<file path="src/rtl/uart_rx_os_if.sv">
// Word handshake and error pulses between uart_rx_os (master) and its consumer (slave).
interface uart_rx_os_if #(
  parameter int DATA_BITS = 8
);
  logic [DATA_BITS-1:0] rx_data;
  logic                 rx_valid;
  logic                 rx_ready;
  logic                 framing_error;
  logic                 overrun_error;
  logic                 parity_error;

  modport master (
    output rx_data, rx_valid, framing_error, overrun_error, parity_error,
    input  rx_ready
  );

  modport slave (
    input  rx_data, rx_valid, framing_error, overrun_error, parity_error,
    output rx_ready
  );
endinterface

</file>
<file path="src/rtl/uart_rx_os.sv">
// Oversampling UART receiver with mid-bit 3-sample majority vote and a one-word output register.
// Optional even parity is enabled by defining UART_RX_PARITY_EN.
module uart_rx_os #(
  parameter int CLK_FREQUENCY = 100_000_000,
  parameter int BAUD_RATE     = 115_200,
  parameter int DATA_BITS     = 8,
  parameter int OVERSAMPLE    = 16
) (
  input  logic         clk,
  input  logic         reset,
  input  logic         rx_serial,
  uart_rx_os_if.master rx
);
  localparam int DIV_RAW = CLK_FREQUENCY / (BAUD_RATE * OVERSAMPLE);
  localparam int DIV     = (DIV_RAW < 1) ? 1 : DIV_RAW;
  localparam int DIV_W   = (DIV > 1) ? $clog2(DIV) : 1;
  localparam int OS_W    = $clog2(OVERSAMPLE);
  localparam int BIT_W   = $clog2(DATA_BITS + 1);

  localparam logic [OS_W-1:0] SMP_LO  = OS_W'(OVERSAMPLE / 2 - 1);
  localparam logic [OS_W-1:0] SMP_MID = OS_W'(OVERSAMPLE / 2);
  localparam logic [OS_W-1:0] SMP_HI  = OS_W'(OVERSAMPLE / 2 + 1);
  localparam logic [OS_W-1:0] SMP_END = OS_W'(OVERSAMPLE - 1);

  typedef enum logic [2:0] {
    IDLE,
    START,
    DATA,
`ifdef UART_RX_PARITY_EN
    PARITY,
`endif
    STOP
  } state_t;

  state_t               state, state_nxt;
  logic                 sync_a, sync_b, line_prev;
  logic                 start_edge, go;
  logic [DIV_W-1:0]     div_cnt;
  logic                 tick;
  logic [OS_W-1:0]      os_cnt;
  logic [1:0]           smp;
  logic                 maj;
  logic [BIT_W-1:0]     bit_cnt;
  logic [DATA_BITS-1:0] shreg;
  logic                 sample_lo, sample_mid, decide, bit_end;
  logic                 frame_good, frame_bad;

  // Line idles high, so the synchronizer and edge history reset to 1 to avoid a false start.
  always_ff @(posedge clk or posedge reset) begin
    if (reset) begin
      sync_a    <= 1'b1;
      sync_b    <= 1'b1;
      line_prev <= 1'b1;
    end else begin
      // NOTE: non-blocking assignments so every flop samples the pre-edge value of its source.
      sync_a    <= rx_serial;
      sync_b    <= sync_a;
      line_prev <= sync_b;
    end
  end

  assign start_edge = line_prev & ~sync_b;
  assign go         = (state == IDLE) && start_edge;
  assign tick       = (div_cnt == DIV_W'(DIV - 1));
  assign maj        = (smp[0] & smp[1]) | (smp[0] & sync_b) | (smp[1] & sync_b);

  always_ff @(posedge clk or posedge reset) begin
    if (reset)           div_cnt <= '0;
    else if (go || tick) div_cnt <= '0;
    else                 div_cnt <= div_cnt + DIV_W'(1);
  end

  always_ff @(posedge clk or posedge reset) begin
    if (reset) state <= IDLE;
    else       state <= state_nxt;
  end

  always_comb begin
    // NOTE: default first so no path through the case leaves state_nxt unassigned (no latch).
    state_nxt = state;
    unique case (state)
      IDLE:  if (start_edge) state_nxt = START;
      START: begin
        if (decide && maj) state_nxt = IDLE;
        else if (bit_end)  state_nxt = DATA;
      end
      DATA: begin
        if (bit_end && bit_cnt == BIT_W'(DATA_BITS))
`ifdef UART_RX_PARITY_EN
          state_nxt = PARITY;
`else
          state_nxt = STOP;
`endif
      end
`ifdef UART_RX_PARITY_EN
      PARITY: if (bit_end) state_nxt = STOP;
`endif
      STOP:    if (decide) state_nxt = IDLE;
      default: state_nxt = IDLE;
    endcase
  end

  always_comb begin
    sample_lo  = 1'b0;
    sample_mid = 1'b0;
    decide     = 1'b0;
    bit_end    = 1'b0;
    if (state != IDLE && tick) begin
      sample_lo  = (os_cnt == SMP_LO);
      sample_mid = (os_cnt == SMP_MID);
      decide     = (os_cnt == SMP_HI);
      bit_end    = (os_cnt == SMP_END);
    end
    frame_good = (state == STOP) && decide && maj;
    frame_bad  = (state == STOP) && decide && !maj;
  end

`ifdef UART_RX_PARITY_EN
  logic par_bit;
`endif

  // NOTE: datapath registers are reset too, so rx_data and parity never expose X after reset.
  always_ff @(posedge clk or posedge reset) begin
    if (reset) begin
      os_cnt  <= '0;
      smp     <= '0;
      bit_cnt <= '0;
      shreg   <= '0;
`ifdef UART_RX_PARITY_EN
      par_bit <= 1'b0;
`endif
    end else begin
      if (go) begin
        os_cnt  <= '0;
        bit_cnt <= '0;
      end else if (state != IDLE && tick) begin
        os_cnt <= (os_cnt == SMP_END) ? '0 : os_cnt + OS_W'(1);
      end
      if (sample_lo)  smp[0] <= sync_b;
      if (sample_mid) smp[1] <= sync_b;
      if (state == DATA && decide) begin
        shreg   <= {maj, shreg[DATA_BITS-1:1]};
        bit_cnt <= bit_cnt + BIT_W'(1);
      end
`ifdef UART_RX_PARITY_EN
      if (state == PARITY && decide) par_bit <= maj;
`endif
    end
  end

  // Delivery happens at the stop decision edge, so rx_valid rises one cycle after the mid-sample.
  always_ff @(posedge clk or posedge reset) begin
    if (reset) begin
      rx.rx_data       <= '0;
      rx.rx_valid      <= 1'b0;
      rx.framing_error <= 1'b0;
      rx.overrun_error <= 1'b0;
    end else begin
      rx.framing_error <= frame_bad;
      rx.overrun_error <= frame_good && rx.rx_valid && !rx.rx_ready;
      if (frame_good && (!rx.rx_valid || rx.rx_ready)) begin
        rx.rx_data  <= shreg;
        rx.rx_valid <= 1'b1;
      end else if (rx.rx_valid && rx.rx_ready) begin
        rx.rx_valid <= 1'b0;
      end
    end
  end

`ifdef UART_RX_PARITY_EN
  always_ff @(posedge clk or posedge reset) begin
    if (reset) rx.parity_error <= 1'b0;
    else       rx.parity_error <= frame_good && (^{shreg, par_bit});
  end
`else
  assign rx.parity_error = 1'b0;
`endif
endmodule

</file>
<file path="src/flat_wrapper.sv">
// flat-port wrapper written by rule: the top's interface ports become plain ports
module uart_rx_os_flat 
#(
  parameter int CLK_FREQUENCY = 100_000_000,
  parameter int BAUD_RATE     = 115_200,
  parameter int DATA_BITS     = 8,
  parameter int OVERSAMPLE    = 16
)
  (clk, reset, rx_serial, rx_rx_data, rx_rx_valid, rx_framing_error, rx_overrun_error, rx_parity_error, rx_rx_ready);
  uart_rx_os_if #(.DATA_BITS(DATA_BITS)) rx_i ();
  input  logic clk;
  input  logic reset;
  input  logic rx_serial;
  output wire logic [$bits(rx_i.rx_data)-1:0] rx_rx_data;
  output wire logic [$bits(rx_i.rx_valid)-1:0] rx_rx_valid;
  output wire logic [$bits(rx_i.framing_error)-1:0] rx_framing_error;
  output wire logic [$bits(rx_i.overrun_error)-1:0] rx_overrun_error;
  output wire logic [$bits(rx_i.parity_error)-1:0] rx_parity_error;
  input wire logic [$bits(rx_i.rx_ready)-1:0] rx_rx_ready;
  assign rx_rx_data = rx_i.rx_data;
  assign rx_rx_valid = rx_i.rx_valid;
  assign rx_framing_error = rx_i.framing_error;
  assign rx_overrun_error = rx_i.overrun_error;
  assign rx_parity_error = rx_i.parity_error;
  assign rx_i.rx_ready = rx_rx_ready;
  uart_rx_os #(.CLK_FREQUENCY(CLK_FREQUENCY), .BAUD_RATE(BAUD_RATE), .DATA_BITS(DATA_BITS), .OVERSAMPLE(OVERSAMPLE)) u_core (.clk(clk), .reset(reset), .rx_serial(rx_serial), .rx(rx_i));
endmodule
</file>
<file path="config.mk">
export PLATFORM = sky130hd
export DESIGN_NAME = uart_rx_os_flat
export DESIGN_NICKNAME = d
export VERILOG_FILES = /design/src/rtl/uart_rx_os_if.sv /design/src/rtl/uart_rx_os.sv /design/src/flat_wrapper.sv
export SDC_FILE = /design/constraint.sdc
export NUM_CORES = 1
export LEC_CHECK = 0
export CAP_MARGIN = 20
export CORE_AREA = 2 2 75 77
export DETAILED_ROUTE_END_ITERATION = 12
export DIE_AREA = 0 0 77 79
export GPL_ROUTABILITY_DRIVEN = 0
export SYNTH_ARGS = -nofsm -noshare
export SYNTH_HDL_FRONTEND = slang
export SYNTH_SLANG_ARGS = --single-unit
</file>
<file path="constraint.sdc">
create_clock -name clk -period 2.35 [get_ports clk]
set_input_delay 0.3525 -clock clk [delete_from_list [all_inputs] [get_ports clk]]
set_output_delay 0.3525 -clock clk [all_outputs]
set_load 0.01 [all_outputs]
</file>
==> flow_metrics.py <==
metrics = {
    "clocking": {
        "cts_setup_buffers": 0,
        "cts_tree": "done",
        "cts_made_buffers": 5,
        "postCtsHoldBufs": 0,
        "clk_path_buf_depth": 2,
        "clk_latency_ns": 0.29,
        "cts_resized": 0,
        "h-tree-depth": 2,
        "clk_pin_slew_ns": 0.07,
        "cts-root-buf": "clkbuf_8",
        "clock-sinks": 40,
    },
    "layout": {
        "syn_to_final_growth_pct": 18.4,
        "fin_cells": 247,
        "nNetsFinal": 185,
        "postLayoutCellArea_sq_um": 2190,
        "layout-drive-gt1-share_pct": 21.7,
        "diodes": 0,
    },
    "synthesis": {
        "synth-main-ff-cell": "dfrtp_1",
        "synthXorXnorAreaFrac_pct": 2.36,
        "synth_top_area_share_pct": 50.0,
        "synth_mux_area_share_pct": 11.7,
        "ys_top_cells_by_count": "dfrtp_1, mux2_2, nor2_1, nand2_1, nand3_1",
        "ys_types": 41,
        "synthAdderAreaFrac_pct": 5.27,
        "avgSynthCellArea_sq_um": 12.0,
        "ys_warn_count": 0,
        "yosys.area.top_type": "dfrtp_1",
        "synth.most_common_cell": "dfrtp_1",
        "synth_edf_count": 0,
        "seq_area_frac_synth_pct": 54.2,
        "syn-cell-area_sq_um": 1850,
        "ys_ff_latch": 40,
        "synth_compound_area_share_pct": 4.25,
        "synthSimpleGateAreaFrac_pct": 19.0,
        "netlist_instances": 155,
        "synth_nets": 166,
        "async_reset_ff_share_pct": 100,
        "synth_area_leaders": "dfrtp_1, mux2_2, ha_1, dfstp_2, nor2_1",
        "synth_top_family_by_area": "simple AND/OR/NAND/NOR gates",
    },
    "critical_path": {
        "crit_path_start_kind": "flop",
        "crit_required_ns": 2.52,
        "worstReg2RegStart": "u_core.div_cnt[1]",
        "critPathBufInv": 1,
        "setup.worst_path.start": "u_core.div_cnt[1]",
        "critPathArrivalTime_ns": 2.17,
        "cp_max_fo": 6,
        "endpoint_kind": "flop",
        "slowest_stage": "or3_1",
        "crit_family": "simple AND/OR/NAND/NOR gates",
        "crit_chain": "inv_1 -> ha_1 -> nand3b_4 -> or3_1 -> nor3_1 -> mux2_2",
        "crit_path_max_incr_delay_ns": 0.47,
        "path_class": "reg2reg",
    },
    "power_and_ir_drop": {
        "p_switching_mw": 0.454,
        "p_leak_nw": 1.06,
        "power_frac_clock_pct": 34.9,
        "p_sw_share_pct": 27.2,
        "p_comb_share_pct": 15.4,
        "power.internal_mw": 1.22,
        "seq_power_share_pct": 49.7,
        "powerDensity_nw_per_um2": 761,
        "peakVddDrop_mv": 0.809,
        "fin_total_pwr_mw": 1.67,
    },
    "sta": {
        "finalMaxSlewViolations": 0,
        "final-hold-violation-count": 0,
        "hold_ws_ns": 0.356,
        "rsz0062_at_grt": "false",
        "max_clock_freq_ghz": 0.501,
        "setup_tns_ns": 0,
        "fin_worst_skew_ns": 0.00563,
        "min_period_ns": 2.00,
        "setup_viol_count_final": 0,
        "timing.final.crit_share_pct": 85.0,
    },
    "place": {
        "io_buffer_count": 14,
        "place_area_sq_um": 2070,
        "dpl.hpwl_um": 2280,
        "dpl.cell_count": 239,
    },
    "floorplan": {
        "start_util_pct": 34.7,
        "die_w_um": 77,
        "dieArea_sq_um": 6080,
        "std_cell_rows": 27,
        "io_pins": 16,
        "die_height_um": 79,
        "core_area_sq_um": 5340,
    },
    "drt": {
        "drc": 0,
        "vias": 1185,
        "vias_per_cell": 4.80,
        "wl_um": 3100,
        "dr.pass1.iters": 4,
        "drtIter0Drc": 75,
        "wl_per_cell_um": 12.6,
        "ant_nets": 0,
    },
    "global_route": {
        "first_global_vias": 1211,
        "antenna_found_initial": 0,
        "grt_pass1_wl_um": 5400,
        "grt_util_all_layers_pct": 11.2,
        "grt_max_degree": 41,
        "gr-total-overflow": 0,
    },
    "flow_run": {
        "max_cap_viol_count": 0,
    },
    "hold_path": {
        "min_from": "u_core.sync_a",
        "min_path_type": "reg2reg",
    },
    "outcome": {
        "outcome": "finished, final reports clean",
    },
}
==> state kept, by name, indices dropped and copies added (netlist names) <==
register and flops:
u_core.state 2, u_core.line_prev 1, u_core.shreg 8, u_core.div_cnt 6
u_core.smp 2, u_core.rx.rx_data 8, u_core.rx.rx_valid 1, u_core.sync_a 1
u_core.rx.overrun_error 1, u_core.os_cnt 4, u_core.sync_b 1, u_core.rx.framing_error 1
u_core.bit_cnt 4
==> metal layers <==
metal	routed length (um)	track usage, %	vias up
li1	-	-	570
met1	1330	13.9	584
met2	1590	18.0	22
met3	99	2.73	9
met4	76	6.07	0
met5	0	0	-
==> layout by cell type, fill, tap and decap left out, types with 2 or more instances in the layout <==
master           instances
nand2b_1                 4
a311oi_1                 2
nor2_1                  14
dfrtp_1                 37
o21ai_0                  4
clkdlybuf4s50_1         14
buf_4                    3
dfstp_2                  3
inv_1                    6
xor2_1                   3
and3_1                   2
xnor2_1                  2
nand3_1                  9
a21oi_1                  2
clkbuf_8                 6
or3_1                    2
ha_1                     7
nor3_1                   3
nand2_1                 13
mux2_2                  17
==> layout make-up <==
| cell class | count | area (sq um) |
|---|---|---|
| Clock inverter | 2 | 38.8 |
| Tap cell | 72 | 90.1 |
| Clock buffer | 6 | 82.6 |
| Timing Repair Buffer | 17 | 163 |
| Multi-Input combinational cell | 104 | 793 |
| Inverter | 6 | 22.5 |
| Sequential cell | 40 | 1000 |
| Fill cell | 517 | 3140 |
==> through the flow <==
step | worst slack, ns | util, %
2_1_floorplan | 0.500 | -
3_3_place_gp | 0.407 | 38.8
3_5_place_dp | 0.360 | 38.8
4_1_cts | 0.347 | 41.1
5_1_grt | 0.243 | 41.1
6_report | 0.353 | 41.1
==> power by group through the flow <==
stage               clock (mW)  sequential [mW]  combinational, mW
finish                   0.583            0.830              0.257
global route             0.637            0.839              0.297
CTS                      0.606            0.830              0.262
detailed placement           0            0.843              0.260
global placement             0            0.838              0.247
floorplan                    0            0.826              0.213
==> cells by family (layout without fill, tap and decap cells) <==
| family | after synthesis | count (layout) |
|---|---|---|
| other cells | 1 | 1 |
| fa+ha+maj | 8 | 8 |
| mux | 19 | 19 |
| flops | 40 | 40 |
| compound gates | 12 | 12 |
| xor+xnor | 5 | 5 |
| buf+inv | 11 | 31 |
| simple gates | 59 | 59 |
==> worst paths after layout <==
check / to / slack [ns] / cells past startpoint
max: u_core.smp[0] / 0.35 / 6
min: u_core.sync_b / 0.36 / 0
max reg2reg: u_core.smp[0] / 0.35 / 6
min reg2reg: u_core.sync_b / 0.36 / 0
max in group asynchronous: u_core.sync_b / 1.50 / 3
min in group asynchronous: u_core.rx.rx_data[7] / 0.49 / 3
No activity file was read; power rests on OpenSTA's default activity.
